**src/rtl/audio_pkg.sv**
```systemverilog
// Shared definitions for the audio playout path.
// - Playback FSM state constants (FILL waits for enough samples, PLAY consumes
//   one sample per tick).
// - clog2_f: ceiling log2, used to size FIFO pointers.
// - midscale: the offset-binary code for silence at a given sample width.
package audio_pkg;

    localparam logic ST_FILL = 1'b0;
    localparam logic ST_PLAY = 1'b1;

    function automatic int clog2_f(input int n);
        int r;
        r = 0;
        for (int i = 0; i < 32; i++) begin
            if ((1 << r) < n) begin
                r = r + 1;
            end
        end
        return r;
    endfunction

    function automatic logic [31:0] midscale(input int w);
        return 32'd1 << (w - 1);
    endfunction

endpackage

```
**src/rtl/pwm_dac.sv**
```systemverilog
// Free-running PWM generator for the DAC output.
// Ports:
//   clk     - system clock
//   reset   - asynchronous active-high reset (counter and output cleared)
//   duty_i  - duty code; high time = duty_i / 2^PWM_W, 0 gives constant low
//   pwm_o   - registered PWM output
module pwm_dac #(
    parameter int PWM_W = 8
) (
    input  logic             clk,
    input  logic             reset,
    input  logic [PWM_W-1:0] duty_i,
    output logic             pwm_o
);

    logic [PWM_W-1:0] cnt_q;
    logic             pwm_q;

    always_ff @(posedge clk or posedge reset) begin
        if (reset) begin
            cnt_q <= '0;
            pwm_q <= 1'b0;
        end else begin
            cnt_q <= cnt_q + 1'b1;
            pwm_q <= (cnt_q < duty_i);
        end
    end

    assign pwm_o = pwm_q;

endmodule

```
**src/rtl/sample_playout_buffer.sv**
```systemverilog
// Sample playout buffer: a producer pushes samples into a FIFO with a
// valid/ready handshake; one sample is popped per sample-rate tick and drives
// a PWM DAC. The FSM primes the FIFO (FILL) before playing and falls back to
// FILL on underrun, so the playback rate is set by the tick alone.
// Ports:
//   clk, reset      - clock, asynchronous active-high reset
//   tick, enable    - sample-rate strobe; ticks are ignored while enable is 0
//   in_data/valid   - producer sample and its valid flag
//   in_ready        - FIFO not full (ignores a same-cycle pop)
//   sample_out      - sample being played (registered)
//   sample_strobe   - pulses high in the cycle sample_out takes a new sample
//   level           - FIFO occupancy 0..DEPTH
//   need_data       - level <= LOW_MARK, refill request to the producer
//   playing         - FSM is in PLAY
//   underrun_count  - saturating count of ticks that found the FIFO empty
//   pwm_out         - PWM rendering of sample_out
module sample_playout_buffer
    import audio_pkg::*;
#(
    parameter int DATA_W     = 8,
    parameter int DEPTH      = 16,
    parameter int START_MARK = 8,
    parameter int LOW_MARK   = 4,
    parameter int PWM_W      = 8
) (
    input  logic                        clk,
    input  logic                        reset,
    input  logic                        tick,
    input  logic                        enable,
    input  logic [DATA_W-1:0]           in_data,
    input  logic                        in_valid,
    output logic                        in_ready,
    output logic [DATA_W-1:0]           sample_out,
    output logic                        sample_strobe,
    output logic [clog2_f(DEPTH):0]     level,
    output logic                        need_data,
    output logic                        playing,
    output logic [15:0]                 underrun_count,
    output logic                        pwm_out
);

    localparam int AW = clog2_f(DEPTH);
    localparam int LW = AW + 1;
    localparam logic [DATA_W-1:0] SILENCE = DATA_W'(midscale(DATA_W));

    logic [DATA_W-1:0] mem [DEPTH];

    logic [AW-1:0]     wptr_q,   wptr_d;
    logic [AW-1:0]     rptr_q,   rptr_d;
    logic [LW-1:0]     level_q,  level_d;
    logic              state_q,  state_d;
    logic [DATA_W-1:0] sample_q, sample_d;
    logic              strobe_q, strobe_d;
    logic [15:0]       und_q,    und_d;

    logic full;
    logic empty;
    logic push;
    logic play_tick;
    logic pop;
    logic underrun;

    assign full      = (level_q == LW'(DEPTH));
    assign empty     = (level_q == '0);
    assign push      = in_valid && !full;
    assign play_tick = (state_q == ST_PLAY) && tick && enable;
    assign pop       = play_tick && !empty;
    assign underrun  = play_tick && empty;

    always_comb begin
        wptr_d   = wptr_q;
        rptr_d   = rptr_q;
        level_d  = level_q;
        state_d  = state_q;
        sample_d = sample_q;
        strobe_d = pop;
        und_d    = und_q;

        // Pointers wrap naturally because DEPTH is a power of two.
        if (push) begin
            wptr_d = wptr_q + 1'b1;
        end
        if (pop) begin
            rptr_d   = rptr_q + 1'b1;
            sample_d = mem[rptr_q];
        end
        case ({push, pop})
            2'b10:   level_d = level_q + 1'b1;
            2'b01:   level_d = level_q - 1'b1;
            default: level_d = level_q;
        endcase

        if (underrun && (und_q != 16'hFFFF)) begin
            und_d = und_q + 16'd1;
        end

        // The priming decision looks at the registered level, so PLAY
        // starts the cycle after the level reaches START_MARK.
        case (state_q)
            ST_FILL: if (level_q >= LW'(START_MARK)) state_d = ST_PLAY;
            default: if (underrun)                  state_d = ST_FILL;
        endcase
    end

    // Storage has no reset: stale words are never read because the level
    // and pointers are cleared.
    always_ff @(posedge clk) begin
        if (push) begin
            mem[wptr_q] <= in_data;
        end
    end

    always_ff @(posedge clk or posedge reset) begin
        if (reset) begin
            wptr_q   <= '0;
            rptr_q   <= '0;
            level_q  <= '0;
            state_q  <= ST_FILL;
            sample_q <= SILENCE;
            strobe_q <= 1'b0;
            und_q    <= '0;
        end else begin
            wptr_q   <= wptr_d;
            rptr_q   <= rptr_d;
            level_q  <= level_d;
            state_q  <= state_d;
            sample_q <= sample_d;
            strobe_q <= strobe_d;
            und_q    <= und_d;
        end
    end

    pwm_dac #(
        .PWM_W (PWM_W)
    ) u_pwm (
        .clk    (clk),
        .reset  (reset),
        .duty_i (sample_q[DATA_W-1 -: PWM_W]),
        .pwm_o  (pwm_out)
    );

    assign in_ready       = !full;
    assign sample_out     = sample_q;
    assign sample_strobe  = strobe_q;
    assign level          = level_q;
    assign need_data      = (level_q <= LW'(LOW_MARK));
    assign playing        = (state_q == ST_PLAY);
    assign underrun_count = und_q;

endmodule

```
**config.mk**
```make
export PLATFORM = sky130hd
export DESIGN_NAME = sample_playout_buffer
export DESIGN_NICKNAME = d
export VERILOG_FILES = /design/src/rtl/audio_pkg.sv /design/src/rtl/pwm_dac.sv /design/src/rtl/sample_playout_buffer.sv
export SDC_FILE = /design/constraint.sdc
export NUM_CORES = 1
export LEC_CHECK = 0
export BUFFER_PORTS_ARGS = -buffer_cell sky130_fd_sc_hd__buf_2
export CAP_MARGIN = 5
export CORE_MARGIN = 2
export CORE_UTILIZATION = 30
export DETAILED_ROUTE_END_ITERATION = 6
export SLEW_MARGIN = 20
export SYNTH_ARGS = -nofsm -noshare
export SYNTH_HDL_FRONTEND = slang
export SYNTH_HIERARCHICAL = 1
export SYNTH_SLANG_ARGS = --single-unit
```
**constraint.sdc**
```tcl
create_clock -name clk -period 2.48 [get_ports clk]
set_input_delay 0.248 -clock clk [delete_from_list [all_inputs] [get_ports clk]]
set_output_delay 0.248 -clock clk [all_outputs]
set_load 0.005 [all_outputs]
```
==> impl_metrics.csv, run 1 <==
group,metric,value,unit
clocking,htree_levels,4,
timing,fmax,431,MHz
setup_path,r2r-end,"level[4]",
clocking,cts.sinks,176,
floorplanning,io_pins,47,
clocking,cts_tree,"built",
layout,drive_gt1_share,27.3,%
setup_path,slowest_stage,"dfrtp_1",
route,drc,0,
layout,fillers,2310,
clocking,cts_max_path_buffers,2,
worst_hold_path,hp-class,"primary input to flop",
worst_hold_path,hold_depth,1,
route,wl_per_cell,17.2,microns
layout,layout_commonest_cell,"edfxtp_1",
setup_path,start_kind,"flop",
grt,grt_overflow,0,
grt,grt_max_degree,40,
setup_path,rr_worst_depth,10,
setup_path,r2r_start,"level[0]",
grt,grt_pass1_vias,4118,
power,cellLeakagePower,3.40,nW
logic_synthesis,synth_nets,487,
route,wirelength,14900,microns
clocking,cts_made_buffers,17,
floorplanning,start_util,30.7,%
status,status,"finished, final reports clean",
logic_synthesis,syn_area,7520,sq um
setup_path,path_cells,"nor3_4 > a21o_1 > inv_2 > ha_1 > buf_4 > ha_1 > o211a_1 > o31ai_1 > a31oi_1 > xor2_1",
layout,multiInputGateArea,2270,sq um
clocking,clk_latency,0.43,ns
logic_synthesis,synth_top_area_share,51.1,%
route,drt_iter0_markers,258,
route,drtPass1Iterations,4,
logic_synthesis,synth-edff-count,128,
setup_path,crit_required,2.78,ns
logic_synthesis,avgSynthCellArea,16.5,sq um
power,finalPower,0.00893,W
layout,fin_area,8840,sq um
clocking,holdBufCountCts,1,
timing,tightest_slew,0.943,ns
timing,whs,0.202,ns
layout,nets,557,
timing,max_slew_margin,37.1,%
placed_design,port_buffers,46,
logic_synthesis,ys_warn_count,6,
power,power_density,1010,nW/um^2
setup_path,rrSetupSlack,0.16,ns
clocking,cts_setup_buffers,0,
logic_synthesis,synth.distinct_cells,52,
timing,fin_skew,0.0158,ns
placed_design,hpwl,9890,microns
flow_run,maxCapViolations,0,
setup_path,crit_type,"flop to flop",
placed_design,place_ws,0.166,ns
timing,rsz0062_at_grt,"false",
floorplanning,die_area,26300,sq um
placed_design,placed_cell_area,8250,sq um
setup_path,timing.critical_path.mode_cell,"ha_1",
grt,grt_pass1_wl,23400,microns
floorplanning,rows,57,
logic_synthesis,synth_ff_type,"edfxtp_1",
clocking,cts-root-buf,"clkbuf_16",
timing,setup_viol,0,
layout,num_antenna_cells,0,
grt,antenna_found_initial,0,
timing,fin_ws,0.161,ns
power,peakVddDrop,0.000509,V
layout,regArea,5050,sq um
grt,track_usage,11.9,%
logic_synthesis,syn_inst,456,
route,vias_per_cell,4.71,
logic_synthesis,yosysSeqAreaShare,67.1,%
route,num_vias,4062,
timing,setup_tns,0,ns
floorplanning,die_width,162,microns
route,ant_nets,0,
worst_hold_path,holdPathEnd,"mem[13][5]",
timing,min_period,2.32,ns
timing,report.final.slew_viol_count,0,
timing,fin_crit_sh,93.5,%
logic_synthesis,synth_area_leaders,"edfxtp_1 (51%), dfrtp_1 (16%), mux4_2 (6.9%), mux4_1 (3.1%), ha_1 (3.0%)",
logic_synthesis,async_reset_ff_share,27.3,%
clocking,path_clk_slew,0.07,ns
setup_path,cp_data_arrival_time,2.62,ns
timing,hold_viol_final,0,
worst_hold_path,min_from,"in_data[5]",
clocking,cts_resized,0,
layout,syn_to_final_growth,17.6,%
logic_synthesis,synth_area_leader_cell,"edfxtp_1",
floorplanning,coreArea,24500,sq um
placed_design,gp_congestion,0.746,
setup_path,cp_max_fo,8,
logic_synthesis,ys_ff_latch,176,
setup_path,end_kind,"flop",
layout,mostFrequentLayoutCells,"edfxtp_1 (128), buf_2 (46), dfrtp_1 (46), buf_4 (26)",
floorplanning,dieHeight,162,microns
setup_path,worst_path_largest_cell_delay,0.40,ns
==> final cells by class <==
| class | instances | share of cell area, % |
|---|---|---|
| tap | 324 | 4.59 |
| sequential | 176 | 57.1 |
| clock inverter | 15 | 1.66 |
| inverter | 17 | 0.722 |
| multi-input combinational | 239 | 25.7 |
| clock buffer | 17 | 4.81 |
| timing repair buffer | 75 | 5.38 |
==> worst max path at each step <==
stage                to  startpoint  slack [ns]  cells after the start
2_1_floorplan  level[4]    level[2]        0.02                     13
3_3_place_gp   level[4]    level[0]        0.19                     10
3_5_place_dp   level[4]    level[0]        0.17                     10
4_1_cts        level[4]    level[0]        0.14                     10
5_1_grt        level[4]    level[0]       0.006                     10
6_report       level[4]    level[0]        0.16                     10
==> critical path, delay by kind of cell, from the launching register on <==
kind	cells	cell delay, ns
fa+ha+maj	2	0.53
buf+inv	2	0.24
compound gates	4	0.59
simple gates	1	0.29
flops	1	0.40
xor+xnor	1	0.14
==> logic make-up after synthesis <==
kind of cell               share of synthesized area [%]
xor gates and xnor gates                            3.73
AOI/OAI and AO/OA                                   4.28
and+or+nand+nor                                     7.71
adders and majority gates                           3.00
buffers and inverters                               2.75
DFF                                                 67.1
muxes                                               11.4
==> where the power goes <==
group          internal (W)  switching [W]
clock               0.00142        0.00117
combinational       0.00120        0.00119
sequential          0.00358       0.000374
total               0.00619        0.00274
==> registers in the layout, summed over array words and instances, names as in the netlist <==
name and count:
sample_out 8, rptr_q 4, playing 1, level 5
underrun_count 16, sample_strobe 1, u_pwm/pwm_o 1, wptr_q 4
u_pwm/cnt_q 8, mem 128
==> per-stage QoR <==
stage	utilization, %	instances
after floorplan	-	456
after global placement	33.7	830
after detailed placement	33.7	830
after CTS	36.1	863
after global routing	36.1	863
final	36.1	863
==> cells in the mapped netlist, drive strengths merged, types with 3 or more instances <==
cell and instances:
o21ai 6, a21oi 15, nor4 9, ha 18
xor2 23, a22o 8, mux4 32, nor3 9
nor2b 10, nand4 6, nor2 20, nand2b 3
xnor2 9, edfxtp 128, inv 17, nand3 13
dfrtp 47, nand2 20, clkbuf 11, buf 13
a211o 8, mux2i 8
==> layer usage <==
metal / part of all wire (%) / GRT usage [%] / vias to the layer above
li1: - / - / 1881
met3: 5.1 / 3.50 / 12
met5: 0 / 0 / -
met4: 1.3 / 3.34 / 0
met1: 46 / 15.8 / 2085
met2: 48 / 19.1 / 84
(Power assumes the default switching activity.)
==> run 2: changes to the inputs <==
Clock period 2.48 ns to 2.5 ns, I/O delays scaled along.
==> impl_metrics.csv, run 2 (same netlist as run 1, synthesis figures left out) <==
group,metric,value,unit
status,status,"finished, final reports clean",
power,power_frac_comb,26.1,%
grt,grt_max_degree,28,
timing,tightest_slew,0.938,ns
power,cellLeakagePower,3.35,nW
clocking,htree_levels,4,
power,peakVddDrop,0.000438,V
route,wirelength,13900,microns
clocking,cts-root-buf,"clkbuf_16",
clocking,cts_tree,"built",
layout,top_register,"mem",
route,drc,0,
layout,fillers,2285,
setup_path,crit_required,2.80,ns
floorplanning,die_area,26300,sq um
setup_path,end_kind,"flop",
layout,fin_area,8810,sq um
grt,antenna_found_initial,0,
timing,fin_skew,0.00772,ns
route,num_vias,4000,
timing,max_slew_margin,37.0,%
setup_path,cp_max_fo,3,
layout,layout_commonest_cell,"edfxtp_1",
clocking,clk_latency,0.42,ns
floorplanning,rows,57,
timing,setup_tns,0,ns
route,ant_nets,0,
clocking,cts_made_buffers,17,
clocking,path_clk_slew,0.07,ns
layout,syn_to_final_growth,17.2,%
placed_design,hpwl,9640,microns
placed_design,gp_congestion,0.786,
power,clockPowerShare,29.6,%
setup_path,crit_type,"flop to flop",
floorplanning,die_width,162,microns
floorplanning,coreArea,24500,sq um
setup_path,cp_data_arrival_time,2.60,ns
grt,grt_pass1_wl,22500,microns
grt,track_usage,11.1,%
floorplanning,dieHeight,162,microns
worst_hold_path,hp-class,"primary input to flop",
layout,drive_gt1_share,26.6,%
layout,num_antenna_cells,0,
timing,rsz0062_at_grt,"false",
setup_path,start_kind,"flop",
layout,nets,548,
power,p_sw,0.00273,W
route,drtPass1Iterations,4,
timing,fmax,436,MHz
flow_run,maxCapViolations,0,
timing,min_period,2.30,ns
power,swShare,30.6,%
route,vias_per_cell,4.68,
grt,grt_pass1_vias,4076,
floorplanning,start_util,30.7,%
layout,largest_reg_flops,128,
setup_path,rrSetupSlack,0.20,ns
route,drt_iter0_markers,312,
route,wl_per_cell,16.3,microns
power,p_int,0.00618,W
power,power_frac_seq,44.4,%
power,finalPower,0.00891,W
clocking,cts_max_path_buffers,2,
placed_design,port_buffers,46,
power,power_density,1010,nW/um^2
floorplanning,io_pins,47,
timing,setup_viol,0,
layout,mostFrequentLayoutCells,"edfxtp_1 (128), buf_2 (46), dfrtp_1 (46), xor2_1 (23), mux4_2 (23)",
clocking,cts.sinks,176,
grt,grt_overflow,0,
placed_design,placed_cell_area,8170,sq um
timing,report.final.slew_viol_count,0,
timing,fin_crit_sh,91.8,%
timing,hold_viol_final,0,
## run 2: cell types whose count changed in the layout (fill, tap and decap cells not counted), sizes merged
cell | before | now
buf | 74 | 65
clkinv | 5 | 2
inv | 26 | 28
clkinvlp | 0 | 1
## run 2: worst max-delay path: stages (launching register included)
cell and delay [ns]:
dfrtp_1 0.41, nor3_4 0.25, buf_4 0.16, a31oi_2 0.11, inv_1 0.10, ha_2 0.19, xor2_1 0.07, ha_1 0.21
o211a_1 0.24, o31ai_2 0.22, a31oi_1 0.07, xor2_1 0.14
## run 2: area by class of cell
class	count	area [sq um]	area share, %
clock buffers	17	425	4.83
clock inverters	15	163	1.85
inverters	17	63.8	0.724
multi-input cells	239	2290	26.0
flip-flops and latches	176	5050	57.3
well taps	324	405	4.60
repair buffers	66	412	4.67
## run 2: repair_timing
| action | 4_1_cts | 5_1_grt |
|---|---|---|
| endpoints found under the setup margin | 0 | 1 |
| gates resized for setup | 0 | 5 |
| hold endpoints to repair | 9 | 0 |
| hold buffers | 1 | 0 |
| setup buffers | 0 | 2 |
## run 2: stage by stage
stage,instances,hold slack (ns),worst slack [ns],utilization [%]
final,854,0.214,0.204,36.0
after CTS,852,0.195,0.132,35.8
after global routing,854,0.210,0.00789,36.0
after global placement,819,0.226,0.207,33.4
after detailed placement,819,0.242,0.151,33.4
after floorplan,456,0.0779,0.00498,-
## run 2: path summary, 6_finish.rpt
path / from / to / cells after the start
worst min-delay path: in_data[3] / mem[13][3] / 1
max in group asynchronous: reset / sample_strobe / 4
worst max register to register: level[1] / level[4] / 11
min in group asynchronous: reset / u_pwm/cnt_q[6] / 3
worst min register to register: u_pwm/cnt_q[7] / u_pwm/cnt_q[7] / 1
worst max-delay path: level[1] / level[4] / 11
## run 2: power groups by stage
stage	Sequential, W	Clock, W	Combinational, W
after global placement	0.00399	0	0.00226
after global routing	0.00402	0.00283	0.00258
after detailed placement	0.00402	0	0.00230
after CTS	0.00396	0.00271	0.00232
after floorplan	0.00378	0	0.00185
final	0.00396	0.00263	0.00232
## run 2: layer usage
layer	vias to the layer above	part of all wire, %	GRT usage, %
met1	2020	47	15.1
met4	0	0.94	2.70
met5	-	0	0
met3	9	5.0	3.17
met2	97	47	17.7
li1	1874	-	-
